[src/rtl/enigma_char_stream.sv]
// Character front/back end for the enigma core: buffers ASCII input, folds letters
// to 0-25 codes, sequences the core issue/sample, and returns grouped uppercase ASCII.
module enigma_char_stream #(
  parameter int unsigned FIFO_DEPTH    = 4,
  parameter int unsigned ENC_LATENCY   = 2,
  parameter int unsigned GROUP_LEN     = 5,
  parameter int unsigned PASS_NONALPHA = 1
) (
  input  logic       clk,
  input  logic       reset,
  input  logic [7:0] rx_data,
  input  logic       rx_valid,
  output logic       rx_overflow,
  output logic [4:0] enc_char_out,
  output logic       enc_new_char,
  input  logic [4:0] enc_char_in,
  output logic [7:0] tx_data,
  output logic       tx_valid,
  input  logic       tx_ready,
  output logic       busy
);

  localparam int unsigned BYTE_W = 8;
  localparam int unsigned CODE_W = 5;
  localparam int unsigned PTR_W  = (FIFO_DEPTH > 1) ? $clog2(FIFO_DEPTH) : 1;
  localparam int unsigned CNT_W  = PTR_W + 1;
  localparam int unsigned WAIT_W = (ENC_LATENCY > 1) ? $clog2(ENC_LATENCY) : 1;
  localparam int unsigned GRP_W  = (GROUP_LEN > 0) ? $clog2(GROUP_LEN + 1) : 1;

  typedef enum logic [2:0] {
    S_IDLE,
    S_GAP,
    S_ISSUE,
    S_WAIT,
    S_EMIT
  } state_e;

  state_e              state_q, state_d;
  logic [BYTE_W-1:0]   fifo_q [FIFO_DEPTH];
  logic [BYTE_W-1:0]   fifo_d [FIFO_DEPTH];
  logic [PTR_W-1:0]    wr_ptr_q, wr_ptr_d;
  logic [PTR_W-1:0]    rd_ptr_q, rd_ptr_d;
  logic [CNT_W-1:0]    count_q, count_d;
  logic [CODE_W-1:0]   code_q, code_d;
  logic                letter_q, letter_d;
  logic [WAIT_W-1:0]   wait_cnt_q, wait_cnt_d;
  logic [GRP_W-1:0]    grp_cnt_q, grp_cnt_d;
  logic [CODE_W-1:0]   enc_char_out_q, enc_char_out_d;
  logic                enc_new_char_q, enc_new_char_d;
  logic [BYTE_W-1:0]   tx_data_q, tx_data_d;
  logic                tx_valid_q, tx_valid_d;
  logic                busy_q, busy_d;

  logic                fifo_full;
  logic                fifo_empty;
  logic                push;
  logic                pop;
  logic [BYTE_W-1:0]   head_byte;
  logic                head_is_upper;
  logic                head_is_lower;
  logic                head_is_letter;
  logic [CODE_W-1:0]   head_code;
  logic [BYTE_W-1:0]   enc_ascii;
  logic                group_full;

  // Fullness is taken from the registered count, so a same-cycle pop never frees a slot.
  assign fifo_full   = (count_q == CNT_W'(FIFO_DEPTH));
  assign fifo_empty  = (count_q == '0);
  assign push        = rx_valid && !fifo_full;
  assign pop         = (state_q == S_IDLE) && !fifo_empty;
  assign rx_overflow = rx_valid && fifo_full && !reset;

  // FIFO storage and pointer update.
  always_comb begin
    fifo_d   = fifo_q;
    wr_ptr_d = wr_ptr_q;
    rd_ptr_d = rd_ptr_q;
    count_d  = count_q;
    if (push) begin
      fifo_d[wr_ptr_q] = rx_data;
      wr_ptr_d         = PTR_W'(wr_ptr_q + 1'b1);
    end
    if (pop) begin
      rd_ptr_d = PTR_W'(rd_ptr_q + 1'b1);
    end
    case ({push, pop})
      2'b10:   count_d = CNT_W'(count_q + 1'b1);
      2'b01:   count_d = CNT_W'(count_q - 1'b1);
      default: count_d = count_q;
    endcase
  end

  // Head-of-FIFO letter classification.
  always_comb begin
    head_byte      = fifo_q[rd_ptr_q];
    head_is_upper  = (head_byte >= 8'h41) && (head_byte <= 8'h5A);
    head_is_lower  = (head_byte >= 8'h61) && (head_byte <= 8'h7A);
    head_is_letter = head_is_upper || head_is_lower;
    head_code      = '0;
    if (head_is_upper) begin
      head_code = CODE_W'(head_byte - 8'h41);
    end else if (head_is_lower) begin
      head_code = CODE_W'(head_byte - 8'h61);
    end
  end

  assign enc_ascii  = (enc_char_in <= 5'd25) ? BYTE_W'(8'h41 + {3'b000, enc_char_in}) : 8'h3F;
  assign group_full = (GROUP_LEN != 0) && (grp_cnt_q == GRP_W'(GROUP_LEN));

  // Character sequencing FSM.
  always_comb begin
    state_d        = state_q;
    code_d         = code_q;
    letter_d       = letter_q;
    wait_cnt_d     = wait_cnt_q;
    grp_cnt_d      = grp_cnt_q;
    enc_char_out_d = enc_char_out_q;
    enc_new_char_d = 1'b0;
    tx_data_d      = tx_data_q;
    tx_valid_d     = tx_valid_q;

    case (state_q)
      S_IDLE: begin
        if (!fifo_empty) begin
          if (head_is_letter) begin
            code_d   = head_code;
            letter_d = 1'b1;
            if (group_full) begin
              tx_data_d  = 8'h20;
              tx_valid_d = 1'b1;
              state_d    = S_GAP;
            end else begin
              enc_char_out_d = head_code;
              enc_new_char_d = 1'b1;
              state_d        = S_ISSUE;
            end
          end else if (PASS_NONALPHA != 0) begin
            letter_d   = 1'b0;
            grp_cnt_d  = '0;
            tx_data_d  = head_byte;
            tx_valid_d = 1'b1;
            state_d    = S_EMIT;
          end
        end
      end

      S_GAP: begin
        if (tx_ready) begin
          tx_valid_d     = 1'b0;
          grp_cnt_d      = '0;
          enc_char_out_d = code_q;
          enc_new_char_d = 1'b1;
          state_d        = S_ISSUE;
        end
      end

      S_ISSUE: begin
        wait_cnt_d = WAIT_W'(ENC_LATENCY - 1);
        state_d    = S_WAIT;
      end

      // Counter reaches zero in the cycle ENC_LATENCY after the pulse; sample the core then.
      S_WAIT: begin
        if (wait_cnt_q == '0) begin
          tx_data_d  = enc_ascii;
          tx_valid_d = 1'b1;
          state_d    = S_EMIT;
        end else begin
          wait_cnt_d = WAIT_W'(wait_cnt_q - 1'b1);
        end
      end

      S_EMIT: begin
        if (tx_ready) begin
          tx_valid_d = 1'b0;
          if (letter_q && (GROUP_LEN != 0) && !group_full) begin
            grp_cnt_d = GRP_W'(grp_cnt_q + 1'b1);
          end
          state_d = S_IDLE;
        end
      end

      default: state_d = S_IDLE;
    endcase

    busy_d = (count_d != '0) || (state_d != S_IDLE);
  end

  always_ff @(posedge clk) begin
    fifo_q <= fifo_d;
  end

  always_ff @(posedge clk) begin
    if (reset) begin
      state_q        <= S_IDLE;
      wr_ptr_q       <= '0;
      rd_ptr_q       <= '0;
      count_q        <= '0;
      code_q         <= '0;
      letter_q       <= 1'b0;
      wait_cnt_q     <= '0;
      grp_cnt_q      <= '0;
      enc_char_out_q <= '0;
      enc_new_char_q <= 1'b0;
      tx_data_q      <= '0;
      tx_valid_q     <= 1'b0;
      busy_q         <= 1'b0;
    end else begin
      state_q        <= state_d;
      wr_ptr_q       <= wr_ptr_d;
      rd_ptr_q       <= rd_ptr_d;
      count_q        <= count_d;
      code_q         <= code_d;
      letter_q       <= letter_d;
      wait_cnt_q     <= wait_cnt_d;
      grp_cnt_q      <= grp_cnt_d;
      enc_char_out_q <= enc_char_out_d;
      enc_new_char_q <= enc_new_char_d;
      tx_data_q      <= tx_data_d;
      tx_valid_q     <= tx_valid_d;
      busy_q         <= busy_d;
    end
  end

  assign enc_char_out = enc_char_out_q;
  assign enc_new_char = enc_new_char_q;
  assign tx_data      = tx_data_q;
  assign tx_valid     = tx_valid_q;
  assign busy         = busy_q;

endmodule

[config.mk]
export PLATFORM = sky130hd
export DESIGN_NAME = enigma_char_stream
export DESIGN_NICKNAME = d
export VERILOG_FILES = /design/src/rtl/enigma_char_stream.sv
export SDC_FILE = /design/constraint.sdc
export NUM_CORES = 1
export LEC_CHECK = 0
export ABC_AREA = 1
export CAP_MARGIN = 40
export CORE_MARGIN = 5
export CORE_UTILIZATION = 52
export DETAILED_ROUTE_END_ITERATION = 7
export GPL_TIMING_DRIVEN = 0
export PLACE_DENSITY = 0.78
export SKIP_LAST_GASP = 1
export SYNTH_ARGS = -nofsm -noshare
export SYNTH_HDL_FRONTEND = slang
export SYNTH_SLANG_ARGS = --single-unit
[constraint.sdc]
create_clock -name clk -period 2.2 [get_ports clk]
set_clock_uncertainty 0.1 [all_clocks]
set_input_delay 0.44 -clock clk [delete_from_list [all_inputs] [get_ports clk]]
set_output_delay 0.44 -clock clk [all_outputs]
set_load 0.02 [all_outputs]
==> results.yml, run 1 <==
clock_network:
  clk_latency_ns: 0.35
  clock_tree.root_cell: "clkbuf_8"
  cts_sinks: 68
  holdBufCountCts: 0
  cts.path.max_buffers: 2
  tritoncts: "built"
  htree_num_levels: 3
  cts_buffers: 9
  clkSlewWorstSetupHoldPaths_ns: 0.08
finish:
  antenna_cells: 0
  area_delta_synth_final_pct: 32.6
  drive_gt1_share_pct: 26.7
  fin_cells: 597
  nets: 542
  fin_area_um2: 4710
  final_core_util_pct: 70.1
  nFillCells: 482
placement:
  place_congestion: 0.806
  preCtsSetupSlack_ns: -0.586
  dp_cells: 551
  hpwl_um: 5200
  numPortBuffers: 33
  dpl_cell_area_um2: 4010
run:
  cap_viol_max_count: 0
sta:
  fin_ws_ns: -0.215
  max_freq_mhz: 414
  finalCritPeriodShare_pct: 110
  fin_crit_ns: 2.42
  worst_hold_slack_ns: 0.366
  max-slew-margin-rel_pct: 43.1
  tns_ns: -0.215
  maxSlewViolCount: 0
  worst_pin_slew_ns: 0.850
  hold_viol: 0
  grt_setup_unrepaired: "yes"
  setup_violations: 1
synth:
  syn-cell-area_um2: 3550
  avgSynthCellArea_um2: 8.11
  ys_seq_area_share_pct: 47.3
  yosysMostFrequentCell: "nand2_1"
  synth.top_cells.by_count: "nand2_1 (135), inv_1 (52), nor2_1 (51)"
  synth_cells: 438
  async_flop_share_pct: 0
  syn_nets: 468
  ys_types: 34
  yosys.area.top_type_share_pct: 27.0
  synth_enable_flop_cells: 32
  yosysTopAreaCell: "edfxtp_1"
  synth_ff_type: "dfxtp_1"
  yosysWarnings: 0
  synth_area_leaders: "edfxtp_1 (27%), dfxtp_1 (20%), nand2_1 (14%), inv_1 (5.5%), nor2_1 (5.4%)"
  synth_seq_cells: 68
routing:
  avgViaCountPerCell: 5.01
  wl_met3_um: 365
  drtIter0Drc: 142
  wl_um: 8090
  wl_met2_um: 4270
  wl_met1_um: 3300
  highest_layer: "met4"
  drc: 0
  routed-via-count: 2989
  drtAntennaViolNets: 0
  drtPass1Iterations: 4
  wl_per_cell_um: 13.5
min_path:
  hold_depth: 2
  hold_path_class: "reg2reg"
outcome:
  violations: "negative setup slack"
  outcome: "finished, violations left"
power_and_ir_drop:
  seq_power_share_pct: 24.4
  p_per_area_nw_per_um2: 1510
  p_total_mw: 7.11
  clkPwrFrac_pct: 14.5
  p_leak_nw: 2.05
  ir_worst_vdd_uv: 580
  p_int_mw: 4.00
  p_sw_mw: 3.11
  combPwrFrac_pct: 61.1
  swShare_pct: 43.8
floorplan:
  io_pins: 34
  fp.dieArea_um2: 8590
  core-area_um2: 6720
  initial_core_util_pct: 52.9
  placementRows: 30
  die_h_um: 92.7
  die_x_um: 92.7
worst_setup_path:
  path_cells: "nor2_4, inv_2, nor2_4, inv_2, nor2_4, ha_2, inv_2, fa_2, a21oi_2, o21ai_1, xor2_1, nor2_2, nand2_1, nand2_1, nand3_1"
  required_ns: 2.34
  end_kind: "register"
  slowest_delay_ns: 0.35
  critical_path_class: "reg2reg"
  start_kind: "register"
  critPathArrivalTime_ns: 2.56
  cp_slowest_cell: "dfxtp_2"
  cp_max_fo: 3
  r2r_cells: 15
grt:
  grt_pass1_vias: 2854
  grt_pass1_wl_um: 12400
  antenna_found_initial: 0
  grt_max_degree: 14
  grt_use_total_pct: 18.4
  gr-total-overflow: 0
## final timing paths
path / start / endpoint / slack (ns)
worst min register to register: code_q[4]$_SDFFE_PP0P_ / code_q[4]$_SDFFE_PP0P_ / 0.37
worst max register to register: state_q[0]$_SDFF_PP0_ / busy$_SDFF_PP0_ / -0.22
worst min-delay path: code_q[4]$_SDFFE_PP0P_ / code_q[4]$_SDFFE_PP0P_ / 0.37
worst max-delay path: state_q[0]$_SDFF_PP0_ / busy$_SDFF_PP0_ / -0.22
## cells by family (layout without fill, tap and decap cells)
family,Yosys count,count (layout),synth area share [%]
AOI/OAI and AO/OA,31,31,5.00
xor gates and xnor gates,9,9,2.22
adders and majority gates,13,13,4.79
buffers and inverters,69,148,9.40
DFF,68,68,47.3
and+or+nand+nor,248,248,31.3
## worst max-delay path: cells and delay by family (launching register included)
family,cells,cell delay [ns]
AND/OR/NAND/NOR,7,0.76
adder cells (fa/ha/maj),2,0.54
flip-flops,1,0.35
AO/OA/AOI/OAI,2,0.22
buffers and inverters,3,0.19
XOR/XNOR,1,0.18
## power groups by stage
| stage | logic [mW] | clock network [mW] | registers (mW) |
|---|---|---|---|
| 2_1_floorplan | 2.36 | 0 | 1.84 |
| 3_3_place_gp | 3.11 | 0 | 1.74 |
| 3_5_place_dp | 3.18 | 0 | 1.75 |
| 4_1_cts | 3.46 | 1.05 | 1.73 |
| 5_1_grt | 4.77 | 1.11 | 1.76 |
| 6_report | 4.34 | 1.03 | 1.74 |
## flip-flops by register name, indices dropped and copies added (netlist names)
| signal | flops |
|---|---|
| grp_cnt_q | 3 |
| wait_cnt_q | 1 |
| code_q | 5 |
| count_q | 3 |
| tx_data | 8 |
| enc_new_char | 1 |
| enc_char_out | 5 |
| state_q | 3 |
| wr_ptr_q | 2 |
| rd_ptr_q | 2 |
| letter_q | 1 |
| busy | 1 |
| tx_valid | 1 |
| fifo_q | 32 |
## cell type report
class | count | area [um2] | share of cell area (%)
plain buffers | 8 | 67.6 | 1.43
repair inverters | 1 | 6.26 | 0.133
clock buffers | 9 | 124 | 2.63
multi-input cells | 301 | 1770 | 37.6
clock inverters | 7 | 75.1 | 1.59
well taps | 80 | 100 | 2.12
flip-flops and latches | 68 | 1690 | 35.8
repair buffers | 66 | 652 | 13.8
inverters | 57 | 229 | 4.86
## placed cells by master (no fill, tap or decap), types with 6 or more instances in the layout
master / instances
a21oi_1: 13
buf_4: 23
buf_6: 8
clkbuf_8: 9
clkdlybuf4s50_1: 32
dfxtp_1: 31
edfxtp_1: 32
ha_1: 8
inv_1: 47
inv_2: 6
nand2_1: 121
nand2_2: 18
nand2_4: 9
nand3_1: 21
nor2_1: 47
nor2_4: 12
o21ai_0: 6
xor2_1: 7
## per-layer routing
layer  global-route usage (%)  vias up
li1                         -     1516
met1                     20.9     1400
met2                     32.3       59
met3                     3.98       14
met4                     10.0        0
met5                        0        -
## timing repair
action	in CTS	in global routing
buffers inserted	8	21
endpoints found under the setup margin	24	29
gates resized for setup	11	59
pin swaps	6	27
gates cloned	2	3
No activity file was read; power rests on OpenSTA's default activity.
==> inputs of run 2 (changes only) <==
--- a/config.mk
+++ b/config.mk
@@ -16,3 +16,4 @@
 export SYNTH_ARGS = -nofsm -noshare
 export SYNTH_HDL_FRONTEND = slang
 export SYNTH_SLANG_ARGS = --single-unit
+export TNS_END_PERCENT = 1
==> run 2 against run 1 <==
Compared with the run above:
- the flow still finishes with violations (negative setup slack)
- combinational power shrank 24%
- count of clock-buffer cells in the layout stayed put
- power fell by 15%
- flip-flop and latch count unchanged
- clock power barely moved
- non-clock buffer count fell by 25
- wire length fell by 12%
- global-route usage decreased by 0.79 points
- register-to-register slack improved by 0.08 ns
- critical path depth unchanged
- via count is 6.3% lower
- largest cell class is now registers
==> results.yml, run 2 (same netlist as run 1, synthesis figures left out) <==
worst_setup_path:
  cp_max_fo: 3
  ff2ff_setup_slack_ns: -0.14
  path_cells: "nor2_4, inv_2, nor2_4, inv_2, nor2_4, ha_2, inv_2, fa_2, a21oi_2, o21ai_1, xor2_1, nor2_2, nand2_1, nand2_1, nand3_1"
  r2r_cells: 15
  start_kind: "register"
  required_ns: 2.34
  worstReg2RegStart: "state_q[0]$_SDFF_PP0_"
  end_kind: "register"
  critPathArrivalTime_ns: 2.48
  crit_path_end: "busy$_SDFF_PP0_"
  timing.critical_path.from: "state_q[0]$_SDFF_PP0_"
  cp_slowest_cell: "dfxtp_2"
  rr_endpoint: "busy$_SDFF_PP0_"
  critical_path_class: "reg2reg"
  slowest_delay_ns: 0.35
sta:
  finalCritPeriodShare_pct: 106
  hold_viol: 0
  setup_violations: 26
  max-slew-margin-rel_pct: 43.3
  fin_ws_ns: -0.137
  max_freq_mhz: 428
  fin_crit_ns: 2.34
  worst_pin_slew_ns: 0.848
  grt_setup_unrepaired: "yes"
  maxSlewViolCount: 0
power_and_ir_drop:
  combPwrFrac_pct: 54.4
  clkPwrFrac_pct: 17.1
  p_per_area_nw_per_um2: 1420
  seq_power_share_pct: 28.5
  ir_worst_vdd_uv: 600
  p_total_mw: 6.07
  swShare_pct: 44.0
  p_sw_mw: 2.67
  p_int_mw: 3.40
  p_leak_nw: 1.87
grt:
  gr-total-overflow: 0
  grt_use_total_pct: 17.7
  grt_pass1_wl_um: 11900
  grt_max_degree: 14
  grt_pass1_vias: 2771
  antenna_found_initial: 0
routing:
  wl_um: 7080
  wl_met1_um: 3100
  wl_met2_um: 3620
  wl_per_cell_um: 12.4
  routed-via-count: 2801
  drc: 0
  avgViaCountPerCell: 4.91
  drtPass1Iterations: 4
  wl_met3_um: 224
  highest_layer: "met4"
  drtAntennaViolNets: 0
  drtIter0Drc: 104
min_path:
  hold_depth: 2
  hold_path_class: "reg2reg"
floorplan:
  die_x_um: 92.7
  placementRows: 30
  fp.dieArea_um2: 8590
  initial_core_util_pct: 52.9
  core-area_um2: 6720
  io_pins: 34
  die_h_um: 92.7
placement:
  preCtsSetupSlack_ns: -0.586
  hpwl_um: 5200
  numPortBuffers: 33
  place_congestion: 0.806
finish:
  largest_reg_flops: 32
  final_core_util_pct: 63.5
  nFillCells: 557
  final_common_cell: "nand2_1"
  area_delta_synth_final_pct: 20.1
  drive_gt1_share_pct: 17.3
  antenna_cells: 0
  regMostFlops: "fifo_q"
  nets: 516
  final_cell_mix: "nand2_1 (135), inv_1 (49), nor2_1 (48)"
clock_network:
  htree_num_levels: 3
  clk_latency_ns: 0.35
  tritoncts: "built"
  clock_tree.root_cell: "clkbuf_8"
  cts_sinks: 68
  holdBufCountCts: 0
  cts_buffers: 9
  clkSlewWorstSetupHoldPaths_ns: 0.09
  cts.path.max_buffers: 2
outcome:
  violations: "negative setup slack"
  outcome: "finished, violations left"
run:
  cap_viol_max_count: 0
==> run 2: area by class of cell <==
class                           count  area, um2  area share [%]
Buffer                             12        114            2.67
Timing Repair Buffer               37        359            8.42
Inverter                           57        221            5.19
Clock buffer                        9        124            2.90
Tap cell                           80        100            2.35
Clock inverter                      7       75.1            1.76
Sequential cell                    68       1690            39.5
Multi-Input combinational cell    301       1590            37.2
==> run 2: stage by stage <==
step	cells	setup TNS (ns)	hold WS (ns)	instance area (um2)
floorplan	438	-0.0370	0.339	3580
global placement	551	-7.43	0.347	4010
detailed placement	551	-9.02	0.357	4010
CTS	568	-1.11	0.370	4220
global route	571	-7.29	0.386	4270
finish	571	-0.913	0.368	4270
==> run 2: worst max-delay path, delay by kind of cell, from the launching register on <==
family	cells	cell delay, ns
compound gates	2	0.22
simple gates	7	0.71
buf+inv	3	0.17
flops	1	0.35
xor+xnor	1	0.16
fa+ha+maj	2	0.53
==> run 2: per-layer routing <==
metal	up-vias	track usage (%)
met3	13	3.25
met5	-	0
met4	0	8.91
met2	37	31.1
met1	1290	20.5
li1	1461	-
==> run 2: worst min path at each step <==
stage / slack [ns] / endpoint / startpoint
global placement: 0.35 / code_q[1]$_SDFFE_PP0P_ / code_q[1]$_SDFFE_PP0P_
finish: 0.37 / code_q[4]$_SDFFE_PP0P_ / code_q[4]$_SDFFE_PP0P_
CTS: 0.37 / tx_valid$_SDFFE_PP0P_ / tx_valid$_SDFFE_PP0P_
detailed placement: 0.36 / tx_valid$_SDFFE_PP0P_ / tx_valid$_SDFFE_PP0P_
floorplan: 0.34 / code_q[2]$_SDFFE_PP0P_ / code_q[2]$_SDFFE_PP0P_
global route: 0.39 / letter_q$_SDFFE_PP0P_ / letter_q$_SDFFE_PP0P_
==> run 2: power groups by stage <==
stage          sequential (mW)  clock [mW]  combinational [mW]
2_1_floorplan             1.84           0                2.36
3_3_place_gp              1.74           0                3.11
3_5_place_dp              1.75           0                3.18
4_1_cts                   1.72        1.05                3.24
5_1_grt                   1.76        1.10                3.73
6_report                  1.73        1.04                3.30
==> run 2: what timing repair did <==
action	4_1_cts	5_1_grt
resized for setup	5	7
pin swaps	1	3
setup endpoints to repair	24	31
hold endpoints to repair	0	0
setup buffers	1	3
